### src/rtl/z80_mem_arbiter_if.sv
// Bus bundle between the two requesters, the arbiter and the shared RAM.
//   a_* / b_*    : requester ports (req/addr/we/wdata in, ack/rvalid/rdata out)
//   mem_*        : single-port RAM drive and registered read data
//   conflict_cnt : saturating count of cycles with both requests high
// Modport slave is the arbiter's view; master is the environment's view.
interface z80_mem_arbiter_if #(
  parameter int unsigned CNT_W = 16
);
  localparam int unsigned ADDR_W = 16;
  localparam int unsigned DATA_W = 8;

  logic              a_req;
  logic [ADDR_W-1:0] a_addr;
  logic              a_we;
  logic [DATA_W-1:0] a_wdata;
  logic              a_ack;
  logic              a_rvalid;
  logic [DATA_W-1:0] a_rdata;

  logic              b_req;
  logic [ADDR_W-1:0] b_addr;
  logic              b_we;
  logic [DATA_W-1:0] b_wdata;
  logic              b_ack;
  logic              b_rvalid;
  logic [DATA_W-1:0] b_rdata;

  logic [ADDR_W-1:0] mem_address;
  logic              mem_we;
  logic [DATA_W-1:0] mem_wdata;
  logic [DATA_W-1:0] mem_rdata;

  logic [CNT_W-1:0]  conflict_cnt;

  modport slave (
    input  a_req, a_addr, a_we, a_wdata,
    output a_ack, a_rvalid, a_rdata,
    input  b_req, b_addr, b_we, b_wdata,
    output b_ack, b_rvalid, b_rdata,
    output mem_address, mem_we, mem_wdata,
    input  mem_rdata,
    output conflict_cnt
  );

  modport master (
    output a_req, a_addr, a_we, a_wdata,
    input  a_ack, a_rvalid, a_rdata,
    output b_req, b_addr, b_we, b_wdata,
    input  b_ack, b_rvalid, b_rdata,
    input  mem_address, mem_we, mem_wdata,
    output mem_rdata,
    input  conflict_cnt
  );
endinterface

### src/rtl/z80_mem_arbiter.sv
// Two-port arbiter in front of a single-port 64K x 8 RAM with registered read.
// Port A (CPU) has priority; port B (DMA/video) is forced through after it has
// been refused MAX_WAIT consecutive cycles. Read data is routed back to the
// port that issued the read, one cycle after the grant.
//   clock, reset : system clock, synchronous active-high reset
//   bus          : z80_mem_arbiter_if.slave (requester ports, RAM drive, stats)
module z80_mem_arbiter #(
  parameter int unsigned MAX_WAIT = 4,
  parameter int unsigned CNT_W    = 16
) (
  input  logic                clock,
  input  logic                reset,
  z80_mem_arbiter_if.slave    bus
);
  localparam int unsigned WAIT_W     = 4;
  localparam logic [WAIT_W-1:0] WAIT_LIMIT = WAIT_W'(MAX_WAIT);

  typedef enum logic [1:0] {
    GNT_NONE = 2'd0,
    GNT_A    = 2'd1,
    GNT_B    = 2'd2
  } grant_e;

  grant_e              grant;
  logic [WAIT_W-1:0]   b_wait;
  logic                a_rvalid_q;
  logic                b_rvalid_q;
  logic [CNT_W-1:0]    conflict_q;

  // Grant selection: starving B first, then A, then B.
  always_comb begin
    grant = GNT_NONE;
    if (!reset) begin
      if (bus.b_req && (b_wait >= WAIT_LIMIT)) begin
        grant = GNT_B;
      end else if (bus.a_req) begin
        grant = GNT_A;
      end else if (bus.b_req) begin
        grant = GNT_B;
      end
    end
  end

  // Ack and RAM drive; address/wdata default to port A when B is not granted.
  always_comb begin
    bus.a_ack       = 1'b0;
    bus.b_ack       = 1'b0;
    bus.mem_address = bus.a_addr;
    bus.mem_wdata   = bus.a_wdata;
    bus.mem_we      = 1'b0;
    case (grant)
      GNT_A: begin
        bus.a_ack  = 1'b1;
        bus.mem_we = bus.a_we;
      end
      GNT_B: begin
        bus.b_ack       = 1'b1;
        bus.mem_address = bus.b_addr;
        bus.mem_wdata   = bus.b_wdata;
        bus.mem_we      = bus.b_we;
      end
      default: ;
    endcase
  end

  // Read-return tracking, B starvation counter and conflict statistics.
  always_ff @(posedge clock) begin
    if (reset) begin
      a_rvalid_q <= 1'b0;
      b_rvalid_q <= 1'b0;
      b_wait     <= '0;
      conflict_q <= '0;
    end else begin
      a_rvalid_q <= (grant == GNT_A) && !bus.a_we;
      b_rvalid_q <= (grant == GNT_B) && !bus.b_we;

      if (!bus.b_req || (grant == GNT_B)) begin
        b_wait <= '0;
      end else if (b_wait < WAIT_LIMIT) begin
        b_wait <= b_wait + WAIT_W'(1);
      end

      if (bus.a_req && bus.b_req && (conflict_q != '1)) begin
        conflict_q <= conflict_q + CNT_W'(1);
      end
    end
  end

  // A read granted just before reset must not report valid during reset.
  assign bus.a_rvalid     = a_rvalid_q && !reset;
  assign bus.b_rvalid     = b_rvalid_q && !reset;
  assign bus.a_rdata      = bus.mem_rdata;
  assign bus.b_rdata      = bus.mem_rdata;
  assign bus.conflict_cnt = conflict_q;
endmodule

### src/flat_wrapper.sv
// flat-port wrapper written by rule: the top's interface ports become plain ports
module z80_mem_arbiter_flat 
#(
  parameter int unsigned MAX_WAIT = 4,
  parameter int unsigned CNT_W    = 16
)
  (clock, reset, bus_a_req, bus_a_addr, bus_a_we, bus_a_wdata, bus_a_ack, bus_a_rvalid, bus_a_rdata, bus_b_req, bus_b_addr, bus_b_we, bus_b_wdata, bus_b_ack, bus_b_rvalid, bus_b_rdata, bus_mem_address, bus_mem_we, bus_mem_wdata, bus_mem_rdata, bus_conflict_cnt);
  z80_mem_arbiter_if #(.CNT_W(CNT_W)) bus_i ();
  input  logic clock;
  input  logic reset;
  input wire logic [$bits(bus_i.a_req)-1:0] bus_a_req;
  input wire logic [$bits(bus_i.a_addr)-1:0] bus_a_addr;
  input wire logic [$bits(bus_i.a_we)-1:0] bus_a_we;
  input wire logic [$bits(bus_i.a_wdata)-1:0] bus_a_wdata;
  output wire logic [$bits(bus_i.a_ack)-1:0] bus_a_ack;
  output wire logic [$bits(bus_i.a_rvalid)-1:0] bus_a_rvalid;
  output wire logic [$bits(bus_i.a_rdata)-1:0] bus_a_rdata;
  input wire logic [$bits(bus_i.b_req)-1:0] bus_b_req;
  input wire logic [$bits(bus_i.b_addr)-1:0] bus_b_addr;
  input wire logic [$bits(bus_i.b_we)-1:0] bus_b_we;
  input wire logic [$bits(bus_i.b_wdata)-1:0] bus_b_wdata;
  output wire logic [$bits(bus_i.b_ack)-1:0] bus_b_ack;
  output wire logic [$bits(bus_i.b_rvalid)-1:0] bus_b_rvalid;
  output wire logic [$bits(bus_i.b_rdata)-1:0] bus_b_rdata;
  output wire logic [$bits(bus_i.mem_address)-1:0] bus_mem_address;
  output wire logic [$bits(bus_i.mem_we)-1:0] bus_mem_we;
  output wire logic [$bits(bus_i.mem_wdata)-1:0] bus_mem_wdata;
  input wire logic [$bits(bus_i.mem_rdata)-1:0] bus_mem_rdata;
  output wire logic [$bits(bus_i.conflict_cnt)-1:0] bus_conflict_cnt;
  assign bus_i.a_req = bus_a_req;
  assign bus_i.a_addr = bus_a_addr;
  assign bus_i.a_we = bus_a_we;
  assign bus_i.a_wdata = bus_a_wdata;
  assign bus_a_ack = bus_i.a_ack;
  assign bus_a_rvalid = bus_i.a_rvalid;
  assign bus_a_rdata = bus_i.a_rdata;
  assign bus_i.b_req = bus_b_req;
  assign bus_i.b_addr = bus_b_addr;
  assign bus_i.b_we = bus_b_we;
  assign bus_i.b_wdata = bus_b_wdata;
  assign bus_b_ack = bus_i.b_ack;
  assign bus_b_rvalid = bus_i.b_rvalid;
  assign bus_b_rdata = bus_i.b_rdata;
  assign bus_mem_address = bus_i.mem_address;
  assign bus_mem_we = bus_i.mem_we;
  assign bus_mem_wdata = bus_i.mem_wdata;
  assign bus_i.mem_rdata = bus_mem_rdata;
  assign bus_conflict_cnt = bus_i.conflict_cnt;
  z80_mem_arbiter #(.MAX_WAIT(MAX_WAIT), .CNT_W(CNT_W)) u_core (.clock(clock), .reset(reset), .bus(bus_i));
endmodule
### config.mk
export PLATFORM = sky130hd
export DESIGN_NAME = z80_mem_arbiter_flat
export DESIGN_NICKNAME = d
export VERILOG_FILES = /design/src/rtl/z80_mem_arbiter_if.sv /design/src/rtl/z80_mem_arbiter.sv /design/src/flat_wrapper.sv
export SDC_FILE = /design/constraint.sdc
export NUM_CORES = 1
export LEC_CHECK = 0
export ABC_AREA = 1
export BUFFER_PORTS_ARGS = -buffer_cell sky130_fd_sc_hd__buf_2
export CAP_MARGIN = 30
export CORE_UTILIZATION = 42
export CTS_BUF_LIST = sky130_fd_sc_hd__clkbuf_4
export DETAILED_ROUTE_END_ITERATION = 10
export GPL_TIMING_DRIVEN = 1
export PLACE_DENSITY = 0.79
export SLEW_MARGIN = 20
export SYNTH_ARGS = -nofsm -noshare
export SYNTH_HDL_FRONTEND = slang
export SYNTH_SLANG_ARGS = --single-unit
### constraint.sdc
create_clock -name clock -period 2.2 [get_ports clock]
set_input_delay 0.33 -clock clock [delete_from_list [all_inputs] [get_ports clock]]
set_output_delay 0.33 -clock clock [all_outputs]
set_load 0.03 [all_outputs]
==> results.yml <==
yosys:
  synthesis.area_um2: 1660
  syn_inst: 286
  yosysSeqAreaShare_pct: 26.5
  yosysWarningCount: 0
  synthesis.nets: 352
  ys_types: 23
  synth_seq_cells: 22
  syn_avg_cell_area_um2: 5.81
grt:
  grt_pass1_wl_um: 7250
  grt_pass1_vias: 1756
  grt_overflow_total: 0
  grtUsageTotal_pct: 21.7
  antenna_found_initial: 0
  grt_max_degree: 27
cts:
  htreeDepth: 1
  cts_hold_buffers: 0
  cts.sinks: 22
  cts_tree: "done"
  clk_path_buf_depth: 2
  clk_latency_ns: 0.32
  clk_pin_slew_worst_paths_ns: 0.13
  root_buffer: "clkbuf_4"
  cts_made_buffers: 3
flow_run:
  max-cap-violations: 0
die:
  die_w_um: 64.9
  rows: 22
  core_area_um2: 3720
  io-pin-count: 123
  die_area_um2: 4210
  initial_core_util_pct: 44.7
  die_h_um: 64.9
drt:
  via_per_inst: 4.67
  via_count: 1955
  drt-total-wl_um: 4510
  drt_iter0_drc: 155
  dr.pass1.iters: 4
  drc: 0
  ant_nets: 0
  routedWlPerCell_um: 10.8
pwr:
  ir_drop_v: 0.000191
  p_int_mw: 0.584
  leakagePower_nw: 1.24
  clkPwrFrac_pct: 22.3
  seq_power_share_pct: 46.0
  combPwrFrac_pct: 31.7
  power_switching_mw: 0.303
  swShare_pct: 34.1
  p_per_area_nw_per_um2: 392
worst_setup_path:
  r2r_end: "u_core.b_wait[0]"
  worst-r2r-cell-count: 8
  crit_end: "bus_mem_wdata[7]"
  arrival_ns: 1.82
  cp-start-kind: "flip-flop"
  rr_startpoint: "u_core.b_wait[2]"
  crit_start: "u_core.b_wait[2]"
  path_class: "reg2out"
  reg2reg_slack_ns: 0.68
  critPathMaxFanout: 12
  end_kind: "primary output"
  critPathRequiredTime_ns: 1.87
sta:
  setup_viol: 0
  tightest_slew_ns: 0.229
  fmax_ghz: 0.466
  min_period_ns: 2.15
  slew_headroom_pct: 84.7
  fin_tns_setup_ns: 0
  hold_viol_final: 0
  drv_slew: 0
  period_share_pct: 97.6
  finalClockSkew_ns: 0.00912
finish:
  drive_gt1_share_pct: 36.1
  regArea_um2: 443
  final_common_cell: "nand2_1"
  final_nets: 438
  diodes: 0
  multi_input_comb_area_um2: 1020
  area_growth_pct: 36.1
  fillers: 379
  stdcell_count: 419
  final_cell_mix: "125 x nand2_1, 75 x buf_2, 42 x nor2_1"
placement:
  gp_congestion: 0.837
  placedCellCount: 413
  io_buffers: 98
  dpl.hpwl_um: 3420
status:
  status: "completed"
worst_hold_path:
  hold_path_class: "in2reg"
==> registers in the layout, summed over array words and instances, names as in the netlist <==
register,count
u_core.a_rvalid_q,1
u_core.b_rvalid_q,1
u_core.b_wait,4
u_core.bus.conflict_cnt,16
==> metal layers <==
layer	vias up	share of wire [%]	track usage, %	wire length [um]
met2	67	53	41.3	2410
met5	-	0	0	0
met1	851	39	23.5	1770
met3	7	5.8	3.35	261
li1	1030	-	-	-
met4	0	1.4	8.89	64
==> synth_stat cells, drive strengths merged <==
library cell	n	area, um2
a21oi	11	55.1
and3	1	6.26
buf	18	133
clkbuf	4	15.0
clkinv	2	7.51
dfxtp	22	440
ha	4	50.1
inv	19	71.3
nand2	130	505
nand3	14	70.1
nand4	2	18.8
nor2	56	272
nor3	1	5.00
o21a	1	7.51
o21ai	1	5.00
==> stage by stage <==
stage	power, mW	setup slack (ns)	hold WS [ns]	cell area, um2	utilization, %
final	0.887	0.0530	0.166	2260	60.9
after floorplan	0.622	0.0505	0.399	1660	-
after detailed placement	0.669	0.229	0.453	2100	56.5
after global routing	0.939	-0.0689	0.159	2260	60.9
after CTS	0.866	-0.0233	0.168	2140	57.5
after global placement	0.666	0.317	0.440	2100	56.5
==> critical path: stages, from the launching register on <==
cell	delay [ns]
dfxtp_2	0.35
nor2_4	0.15
nand2_1	0.07
and3_1	0.18
ha_4	0.19
inv_4	0.09
clkbuf_16	0.16
nand2_1	0.05
nand2_1	0.07
clkbuf_4	0.19
==> power groups by stage <==
stage	Combinational (mW)	Clock [mW]	Sequential, mW
after detailed placement	0.252	0	0.417
final	0.282	0.197	0.408
after CTS	0.254	0.203	0.408
after global placement	0.249	0	0.417
after floorplan	0.200	0	0.422
after global routing	0.306	0.224	0.409
==> worst min-delay path by stage <==
stage | slack [ns] | endpoint | start | cells after the start
finish | 0.17 | u_core.a_rvalid_q | bus_a_we | 2
global route | 0.16 | u_core.a_rvalid_q | bus_a_we | 2
CTS | 0.17 | u_core.a_rvalid_q | bus_a_we | 2
detailed placement | 0.45 | u_core.b_wait[3] | u_core.b_wait[3] | 2
global placement | 0.44 | u_core.b_wait[3] | u_core.b_wait[3] | 2
floorplan | 0.40 | u_core.bus.conflict_cnt[12] | reset | 1
==> area by class of cell <==
| type | count | share of cell area [%] |
|---|---|---|
| Clock inverter | 1 | 0.166 |
| Sequential cell | 22 | 19.6 |
| Tap cell | 48 | 2.65 |
| Clock buffer | 3 | 0.996 |
| Timing Repair Buffer | 103 | 27.9 |
| Multi-Input combinational cell | 221 | 45.1 |
| Inverter | 21 | 3.60 |
==> what timing repair did <==
action / in CTS / in global routing
pin swaps: 0 / 1
resized for setup: 4 / 46
buffers inserted: 0 / 1
gates cloned: 0 / 1
setup endpoints to repair: 25 / 25
==> cell families after synthesis <==
| group | synth area share (%) |
|---|---|
| adders and majority gates | 3.01 |
| buffers and inverters | 13.6 |
| DFF | 26.5 |
| and+or+nand+nor | 52.8 |
| AOI/OAI and AO/OA | 4.07 |
Note: power is estimated with default switching activity, not from simulation.
